## src/rtl/fp_mat_dma.sv

```systemverilog
// Matrix DMA between SDRAM (Avalon-MM master) and local matrix RAM.
// LOAD streams N*N words in with bounded outstanding reads; STORE writes RAM back out.
module fp_mat_dma #(
  parameter int unsigned ADDR_W          = 24,
  parameter int unsigned DATA_W          = 32,
  parameter int unsigned RAM_AW          = 10,
  parameter int unsigned MAX_DIM         = 32,
  parameter int unsigned DEFAULT_DIM     = 16,
  parameter int unsigned MAX_OUTSTANDING = 8
) (
  input  logic              clk,
  input  logic              reset,
  input  logic              start,
  input  logic [31:0]       dataa,
  input  logic [31:0]       datab,
  output logic              done,
  output logic [31:0]       result,
  output logic [ADDR_W-1:0] address,
  output logic              read,
  output logic              write,
  output logic [DATA_W-1:0] writedata,
  input  logic [DATA_W-1:0] readdata,
  input  logic              readdatavalid,
  input  logic              waitrequest,
  output logic [RAM_AW-1:0] ram_wraddress,
  output logic [RAM_AW-1:0] ram_rdaddress,
  output logic [DATA_W-1:0] ram_wrdata,
  output logic              ram_wren,
  output logic              ram_rden,
  input  logic [DATA_W-1:0] ram_q,
  output logic              eng_start,
  input  logic              eng_done,
  input  logic              status_read,
  output logic [31:0]       status_readdata,
  output logic              irq
);

  localparam int unsigned STRIDE_SH = $clog2(DATA_W / 8);
  localparam int unsigned RAM_WORDS = 1 << RAM_AW;
  localparam logic [ADDR_W-1:0] LOW_MASK = ADDR_W'((1 << STRIDE_SH) - 1);
  localparam logic [7:0] MAX_OUT = 8'(MAX_OUTSTANDING);
  localparam logic [7:0] DEF_N   = 8'(DEFAULT_DIM);

  typedef enum logic [2:0] {
    IDLE, LOAD, ENGINE, STORE_FETCH, STORE_WRITE, WAIT_ACK
  } state_t;

  state_t              state_q;
  logic [ADDR_W-1:0]   base_q;
  logic [15:0]         total_q;
  logic [15:0]         issued_q;
  logic [7:0]          outst_q;
  logic [15:0]         cnt_q;
  logic                mode_q;
  logic                irq_q;
  logic                done_q;
  logic [31:0]         result_q;
  logic                read_q;
  logic                write_q;
  logic [ADDR_W-1:0]   addr_q;
  logic [DATA_W-1:0]   wdata_q;
  logic                wfirst_q;
  logic                ram_wren_q;
  logic [RAM_AW-1:0]   ram_wraddr_q;
  logic [DATA_W-1:0]   ram_wrdata_q;
  logic                ram_rden_q;
  logic [RAM_AW-1:0]   ram_rdaddr_q;
  logic                eng_start_q;
  logic [31:0]         status_q;

  logic [7:0]          n_sel;
  logic [15:0]         sq;
  logic                dim_bad;
  logic [ADDR_W-1:0]   base_in;
  logic                accept;
  logic [15:0]         issued_d;
  logic [7:0]          outst_d;
  logic [15:0]         cnt_d;
  logic                unused_bits;

  function automatic logic [ADDR_W-1:0] offs(input logic [15:0] k);
    return ADDR_W'(k) << STRIDE_SH;
  endfunction

  always_comb begin
    n_sel    = (datab[7:0] == 8'd0) ? DEF_N : datab[7:0];
    sq       = 16'(n_sel) * 16'(n_sel);
    dim_bad  = ({24'd0, n_sel} > MAX_DIM) || ({16'd0, sq} > RAM_WORDS);
    base_in  = dataa[ADDR_W-1:0] & ~LOW_MASK;
    accept   = read_q & ~waitrequest;
    issued_d = issued_q + 16'(accept);
    outst_d  = outst_q + 8'(accept) - 8'(readdatavalid);
    cnt_d    = cnt_q + 16'd1;
  end

  assign unused_bits = ^{dataa[31:ADDR_W], datab[31:9]};

  always_ff @(posedge clk) begin
    if (reset) begin
      state_q      <= IDLE;
      base_q       <= '0;
      total_q      <= '0;
      issued_q     <= '0;
      outst_q      <= '0;
      cnt_q        <= '0;
      mode_q       <= 1'b0;
      irq_q        <= 1'b0;
      done_q       <= 1'b0;
      result_q     <= '0;
      read_q       <= 1'b0;
      write_q      <= 1'b0;
      addr_q       <= '0;
      wdata_q      <= '0;
      wfirst_q     <= 1'b0;
      ram_wren_q   <= 1'b0;
      ram_wraddr_q <= '0;
      ram_wrdata_q <= '0;
      ram_rden_q   <= 1'b0;
      ram_rdaddr_q <= '0;
      eng_start_q  <= 1'b0;
      status_q     <= '0;
    end else begin
      done_q      <= start;
      result_q    <= '0;
      eng_start_q <= 1'b0;
      ram_wren_q  <= 1'b0;
      ram_rden_q  <= 1'b0;
      if (status_read) status_q <= {irq_q, mode_q, 14'd0, cnt_q};
      if (start && state_q != IDLE) result_q <= 32'd1;

      unique case (state_q)
        IDLE: begin
          if (start) begin
            if (dim_bad) begin
              result_q <= 32'd2;
            end else begin
              base_q   <= base_in;
              total_q  <= sq;
              mode_q   <= datab[8];
              cnt_q    <= '0;
              issued_q <= '0;
              outst_q  <= '0;
              if (datab[8]) begin
                state_q      <= STORE_FETCH;
                ram_rden_q   <= 1'b1;
                ram_rdaddr_q <= '0;
              end else begin
                state_q <= LOAD;
                read_q  <= 1'b1;
                addr_q  <= base_in;
              end
            end
          end
        end

        LOAD: begin
          issued_q <= issued_d;
          outst_q  <= outst_d;
          if (accept) addr_q <= base_q + offs(issued_d);
          read_q <= (issued_d < total_q) && (outst_d < MAX_OUT);
          if (readdatavalid) begin
            ram_wren_q   <= 1'b1;
            ram_wraddr_q <= RAM_AW'(cnt_q);
            ram_wrdata_q <= readdata;
            cnt_q        <= cnt_d;
          end else if (cnt_q == total_q) begin
            // last RAM write is on the bus this cycle, so the engine may start next
            eng_start_q <= 1'b1;
            state_q     <= ENGINE;
            addr_q      <= '0;
          end
        end

        ENGINE: begin
          if (eng_done) begin
            irq_q   <= 1'b1;
            state_q <= WAIT_ACK;
          end
        end

        STORE_FETCH: begin
          write_q  <= 1'b1;
          addr_q   <= base_q + offs(cnt_q);
          wfirst_q <= 1'b1;
          state_q  <= STORE_WRITE;
        end

        STORE_WRITE: begin
          // RAM data is presented directly on the first write cycle, then held locally
          wfirst_q <= 1'b0;
          if (wfirst_q) wdata_q <= ram_q;
          if (!waitrequest) begin
            write_q <= 1'b0;
            cnt_q   <= cnt_d;
            if (cnt_d == total_q) begin
              irq_q   <= 1'b1;
              state_q <= WAIT_ACK;
              addr_q  <= '0;
              wdata_q <= '0;
            end else begin
              state_q      <= STORE_FETCH;
              ram_rden_q   <= 1'b1;
              ram_rdaddr_q <= RAM_AW'(cnt_d);
            end
          end
        end

        WAIT_ACK: begin
          if (status_read) begin
            irq_q   <= 1'b0;
            state_q <= IDLE;
          end
        end

        default: state_q <= IDLE;
      endcase
    end
  end

  assign done            = done_q;
  assign result          = result_q;
  assign address         = addr_q;
  assign read            = read_q;
  assign write           = write_q;
  assign writedata       = wfirst_q ? ram_q : wdata_q;
  assign ram_wraddress   = ram_wraddr_q;
  assign ram_rdaddress   = ram_rdaddr_q;
  assign ram_wrdata      = ram_wrdata_q;
  assign ram_wren        = ram_wren_q;
  assign ram_rden        = ram_rden_q;
  assign eng_start       = eng_start_q;
  assign status_readdata = status_q;
  assign irq             = irq_q;

endmodule

```

## config.mk

```make
export PLATFORM = sky130hd
export DESIGN_NAME = fp_mat_dma
export DESIGN_NICKNAME = d
export VERILOG_FILES = /design/src/rtl/fp_mat_dma.sv
export SDC_FILE = /design/constraint.sdc
export NUM_CORES = 1
export LEC_CHECK = 0
export BUFFER_PORTS_ARGS = -buffer_cell sky130_fd_sc_hd__buf_2
export CORE_MARGIN = 5
export CORE_UTILIZATION = 56
export CTS_CLUSTER_SIZE = 30
export DETAILED_ROUTE_END_ITERATION = 16
export PLACE_DENSITY = 0.86
export RECOVER_POWER = 100
export SYNTH_ARGS = -nofsm -noshare
export SYNTH_HDL_FRONTEND = slang
export SYNTH_SLANG_ARGS = --single-unit
```

## constraint.sdc

```tcl
create_clock -name clk -period 6.25 [get_ports clk]
set_input_delay 0.3125 -clock clk [delete_from_list [all_inputs] [get_ports clk]]
set_output_delay 0.3125 -clock clk [all_outputs]
set_load 0.02 [all_outputs]
```

---- Word-level counts from Yosys, hierarchy flattened ----
Cells that the tools add are included.
operators by class
  add/subtract/negate cells ............... 6
  $mul .................................... 1
  div/mod/pow operators ................... 0
  order comparisons ....................... 4
  equal/unequal tests ..................... 19
  shifts and indexed selects .............. 0
  muxes and demuxes ....................... 62
  bitwise logic cells ..................... 4
  reduce and logical (&&, ||, !) cells .... 24
operators with widths
  cell                     count
  $mux W24                 8
  $mux W32                 6
  $pmux W24 S4             1
  $mux W16                 4
  $mux W10                 5
  $add A24 B18 Y24         2
  $pmux W16 S3             1
  $eq A16 B16 Y1           2
  $pmux W16 S2             1
  $mux W3                  8
  $mux W8                  3
  $ne A2 B2 Y1 const B     12
  $pmux W10 S2             1
  $pmux W3 S6              1
  $add A16 B1 Y16          1
  $add A16 B1 Y16 const B  1
  $gt A16 B11 Y1 const B   1
  $lt A16 B16 Y1           1
  $mul A8 B8 Y16           1
  $mux W1                  16
  $pmux W8 S2              1
  $reduce_and A6 Y1        2
  $reduce_and A5 Y1        2
  $reduce_bool A3 Y1       3
  24 further kinds         36
word-level totals
  register bits ........................... 248
  bits in latches ......................... 0
  bits in writable memories ............... 0
  memory bits (read-only) ................. 0
  bits of input ports ..................... 135
  output and inout bits ................... 179
  word-level logic and storage cells ...... 142
  memories kept ........................... 0

---- Depth between registers and ports, before layout ----
  depth in word-level cells ............... 8
  mapped depth ............................ 23
  mapped depth without buffers ............ 20

---- Least setup slack after synthesis ----
OpenSTA, ideal clock, no wires.
  path kind ............................... input -> register
  from .................................... input datab[5]
  to ...................................... register addr_q[20] (netlist: address[20])
  setup time .............................. 70 ps
  arrival ................................. 5582 ps
  slack ................................... 597 ps
  stages on the path ...................... 19
  cells stage by stage .................... clkbuf_1 > inv_1 > nor2_1 > fa_1 > fa_1 > fa_1 > inv_1 > fa_1 > inv_1 > ha_1 > a211o_1 > a21oi_2 > a21oi_1 > or4_4 > nor4_4 > nor4b_4 > o21ai_2 > or4b_1 > a21oi_1
on the way
  cells in the longest elaborated chain, start to end .. 7
  elaborated cells on any way between the ends .. 8
ends and longest elaborated chain
  what                           line  source
  from (decl)                    15    input logic [31:0] datab,
  $logic_not A8 Y1               86    n_sel = (datab[7:0] == 8'd0) ? DEF_N : datab[7:0];
  $mux W8 *                      86
  $mul A8 B8 Y16                 87    sq = 16'(n_sel) * 16'(n_sel);
  $gt A16 B11 Y1                 88    dim_bad = ({24'd0, n_sel} > MAX_DIM) || ({16'd0, sq} > RAM_WORDS);
  $logic_or A1 B1 Y1 *           88
  $ne A2 B2 Y1 (no line) *       --
  $reduce_and A6 Y1 (no line) *  --
  to (signal assigned)           150   addr_q <= base_in;
  to (signal assigned)           159   if (accept) addr_q <= base_q + offs(issued_d);
  to (signal assigned)           183   addr_q <= base_q + offs(cnt_q);
  to (decl)                      60    logic [ADDR_W-1:0] addr_q;
Mark *: on every way between the ends. The rest lies on a longest branch, timed or not.
A chain may end at the register's enable or synchronous reset.

---- Worst setup path after layout ----
  from .................................... input datab[0]
  to ...................................... register total_q[5]
on the way
  cells in the longest elaborated chain, start to end .. 7
  elaborated cells on any way between the ends .. 8
ends and longest elaborated chain
  what                         line  source
  $logic_not A8 Y1             86
  $mux W8 *                    86
  $mul A8 B8 Y16               87
  $gt A16 B11 Y1               88
  $logic_or A1 B1 Y1           88
  $not A1 Y1 (no line)         --
  $reduce_and A3 Y1 (no line)  --
  to (signal assigned)         138   total_q <= sq;
  to (decl)                    50    logic [15:0] total_q;
Marked as above.

==> impl_metrics.json <==
{
  "status": "finished, violations left",
  "violations": "max-capacitance violations, max-slew violations",
  "leakage_nw": 7.17,
  "grt_first_pass_wirelength_um": 65000,
  "grt_max_degree": 93,
  "firstDrtPassIters": 6,
  "final_util_pct": 64.5,
  "min_from": "readdata[24]",
  "cp.required_ns": 6.66,
  "fp.dieH_um": 169,
  "vias_per_cell": 5.89,
  "hold_class": "in -> reg",
  "core-area_um2": 25100,
  "reg2reg_depth": 18,
  "place_area_um2": 15400,
  "layout-drive-gt1-share_pct": 10.9,
  "root_buffer": "clkbuf_16",
  "first_iter_violations": 1264,
  "tightest_slew_ns": 3.38,
  "hold_end": "ram_wrdata[24]",
  "grt-ovfl-total": 0,
  "slowest_delay_ns": 0.74,
  "track_usage_pct": 26.8,
  "timing.rr.start": "read",
  "max-cap-violations": 3,
  "synthesis.area_um2": 14200,
  "rrSetupSlack_ns": 1.09,
  "skew_ns": 0.0347,
  "die_area_um2": 28600,
  "start_util_pct": 56.6,
  "fin_area_um2": 16200,
  "tns_ns": 0,
  "cts_inserted_buffers": 24,
  "worstSetupPathType": "in -> reg",
  "rsz0062_at_grt": "false",
  "cts_tree": "done",
  "htree_levels": 1,
  "hold_depth": 3,
  "worst_setup_path_end_kind": "flop",
  "crit_slowest_cell": "clkbuf_2",
  "path_common_cell": "fa_1",
  "netlist_instances": 1787,
  "synth_top_area_cell": "dfxtp_1",
  "crit_arrival_ns": 6.16,
  "gp_congestion": 0.955,
  "grt_antenna_before_repair": 0,
  "wl_um": 41200,
  "clk_pin_slew_ns": 0.06,
  "yosysSeqAreaShare_pct": 30.6,
  "ioPinCount": 314,
  "num-fill-cells": 2166,
  "area_delta_synth_final_pct": 14.0,
  "cts_buffer_depth": 3,
  "setup_violations": 0,
  "max_clock_freq_ghz": 0.174,
  "dp_hpwl_um": 29400,
  "crit_chain": "buf_2 -> nor4_1 -> a21oi_1 -> fa_1 -> inv_1 -> fa_1 -> fa_1 -> inv_1 -> fa_1 -> inv_1 -> ha_1 -> or2_2 -> and2_0 -> a211oi_1 -> nor3_1 -> nor4_4 -> and4_1 -> clkbuf_2 -> nand2_1 -> a21oi_1",
  "total_power_mw": 4.60,
  "drtAntennaViolNets": 0,
  "reg2reg_to": "address[17]",
  "ys_ff_latch": 217,
  "num_rows": 58,
  "synth_top_area_share_pct": 30.6,
  "synth_edf_count": 0,
  "powerDensity_nw_per_um2": 284,
  "worstPathMaxFanout": 36,
  "grt_pass1_vias": 13400,
  "finalNetCount": 2221,
  "worstSkewPairLatency_ns": 0.54,
  "post_cts.repair.setup_buffers": 0,
  "drc": 0,
  "vias": 13700,
  "ys_types": 81,
  "async_flop_share_pct": 0,
  "ir_drop_uv": 256,
  "period_share_pct": 92.1,
  "ys_warn_count": 0,
  "synth_ff_type": "dfxtp_1",
  "hold_violations": 0,
  "port_buffers": 236,
  "slew_headroom_pct": -125,
  "drv_slew": 201,
  "worst_slack_ns": 0.491,
  "avgRoutedWirePerCell_um": 17.7,
  "startpoint_type": "input port",
  "synthTopCellsByArea": "dfxtp_1 (31%), nand2_1 (8.7%), ha_1 (7.4%)",
  "die_w_um": 169,
  "syn_avg_cell_area_um2": 7.95,
  "fin_crit_ns": 5.76,
  "clock-sinks": 217,
  "place_worst_setup_slack_ns": 0.0913
}
-- cell usage after synthesis (8+ instances only) --
| library cell | count |
|---|---|
| xor2_1 | 45 |
| inv_1 | 87 |
| a2111oi_0 | 8 |
| o21bai_1 | 12 |
| nand4_1 | 10 |
| a211oi_1 | 20 |
| clkbuf_1 | 85 |
| and2_1 | 29 |
| nor3_1 | 30 |
| fa_1 | 28 |
| buf_4 | 44 |
| nor2_1 | 94 |
| nand3_1 | 30 |
| nand2_1 | 329 |
| a31oi_1 | 13 |
| xnor2_1 | 43 |
| a21oi_1 | 171 |
| o21ai_0 | 60 |
| a311oi_1 | 11 |
| and3_1 | 15 |
| a21o_1 | 24 |
| mux2_2 | 33 |
| nand2b_1 | 52 |
| dfxtp_1 | 217 |
| buf_2 | 11 |
| nor2b_1 | 11 |
| o21a_1 | 21 |
| ha_1 | 84 |
| mux2i_1 | 33 |
| nor4_1 | 10 |
| a222oi_1 | 8 |
-- worst max-delay path by stage --
stage                         from  slack (ns)     endpoint  cells past startpoint
after floorplan           datab[5]        0.60  address[20]                     19
after global placement    datab[0]        0.22  address[11]                     21
after detailed placement  datab[0]        0.09   address[7]                     21
after CTS                 datab[0]        0.62   address[7]                     21
after global routing      datab[0]        0.15   total_q[0]                     20
final                     datab[0]        0.49   total_q[5]                     20
-- sequential cells by signal (all words and copies together) (netlist names), 2 cells and up --
signal and count:
address 24, wdata_q 32, result 2, outst_q 8, cnt_q 16, state_q 3, ram_wraddress 10, total_q 15
issued_q 16, ram_rdaddress 10, base_q 22, ram_wrdata 32, status_readdata 18
-- power by group --
part	switching (mW)	internal, mW	leakage (nW)
logic	0.935	0.536	4.99
registers	0.0730	1.46	1.75
clock network	0.593	1.00	0.435
-- metrics by stage --
step	cells	hold WS [ns]
global route	2321	0.0213
CTS	2321	0.00131
floorplan	1832	0.419
detailed placement	2277	0.430
finish	2322	0.0216
global placement	2277	0.427
-- routing by layer --
metal | routed length [µm] | track usage [%]
met1 | 16100 | 32.2
met2 | 20000 | 47.6
met3 | 3440 | 4.38
met4 | 1690 | 11.4
met5 | 0 | 0
-- logic make-up (layout without fill, tap and decap cells) --
logic type | Yosys count | in the layout | share of synthesized area, %
flops | 217 | 217 | 30.6
simple gates | 653 | 653 | 21.4
other cells | 1 | 47 | 0.0264
mux | 66 | 66 | 4.94
compound gates | 417 | 417 | 18.8
fa+ha+maj | 112 | 112 | 11.3
xor+xnor | 88 | 88 | 5.43
buf+inv | 233 | 392 | 7.47
-- layout make-up --
cell class / instances / area, µm² / share of cell area, %
diodes: 1 / 2.50 / 0.0155
clock buffers: 30 / 663 / 4.10
clock inverters: 13 / 235 / 1.45
inverters: 88 / 330 / 2.04
multi-input cells: 1382 / 8970 / 55.4
flip-flops and latches: 217 / 4340 / 26.8
well taps: 330 / 413 / 2.55
repair buffers: 261 / 1220 / 7.56
-- timing repair --
| action | CTS | global route |
|---|---|---|
| hold buffers | 1 | 0 |
| gates resized for setup | 0 | 0 |
| endpoints found under the hold margin | 1 | 0 |
-- cell usage in the layout (no fill, tap or decap), drive strengths merged, types with 6 or more instances in the layout --
cell type,instances
inv,87
nand3,30
fa,28
a21o,24
a2111oi,9
or2,7
mux2,33
bufinv,6
nand4,10
conb,46
xnor2,43
nand2,329
and2,29
a31oi,13
o21bai,12
nor2,95
a222oi,8
and3,15
xor2,45
o32ai,6
or3,6
nor4,11
a311oi,11
dfxtp,217
o21a,22
nand2b,52
o21ai,63
mux2i,33
clkinv,6
a221oi,6
ha,84
nor3,30
clkbuf,145
a21oi,172
a211oi,20
nor2b,11
buf,145
o31ai,7
-- worst max-delay path, delay by kind of cell --
kind / cells / cell delay (ns)
fa+ha+maj: 5 / 2.41
simple gates: 7 / 1.80
buf+inv: 5 / 1.06
compound gates: 3 / 0.57
Power figures use the tool's default switching activity.
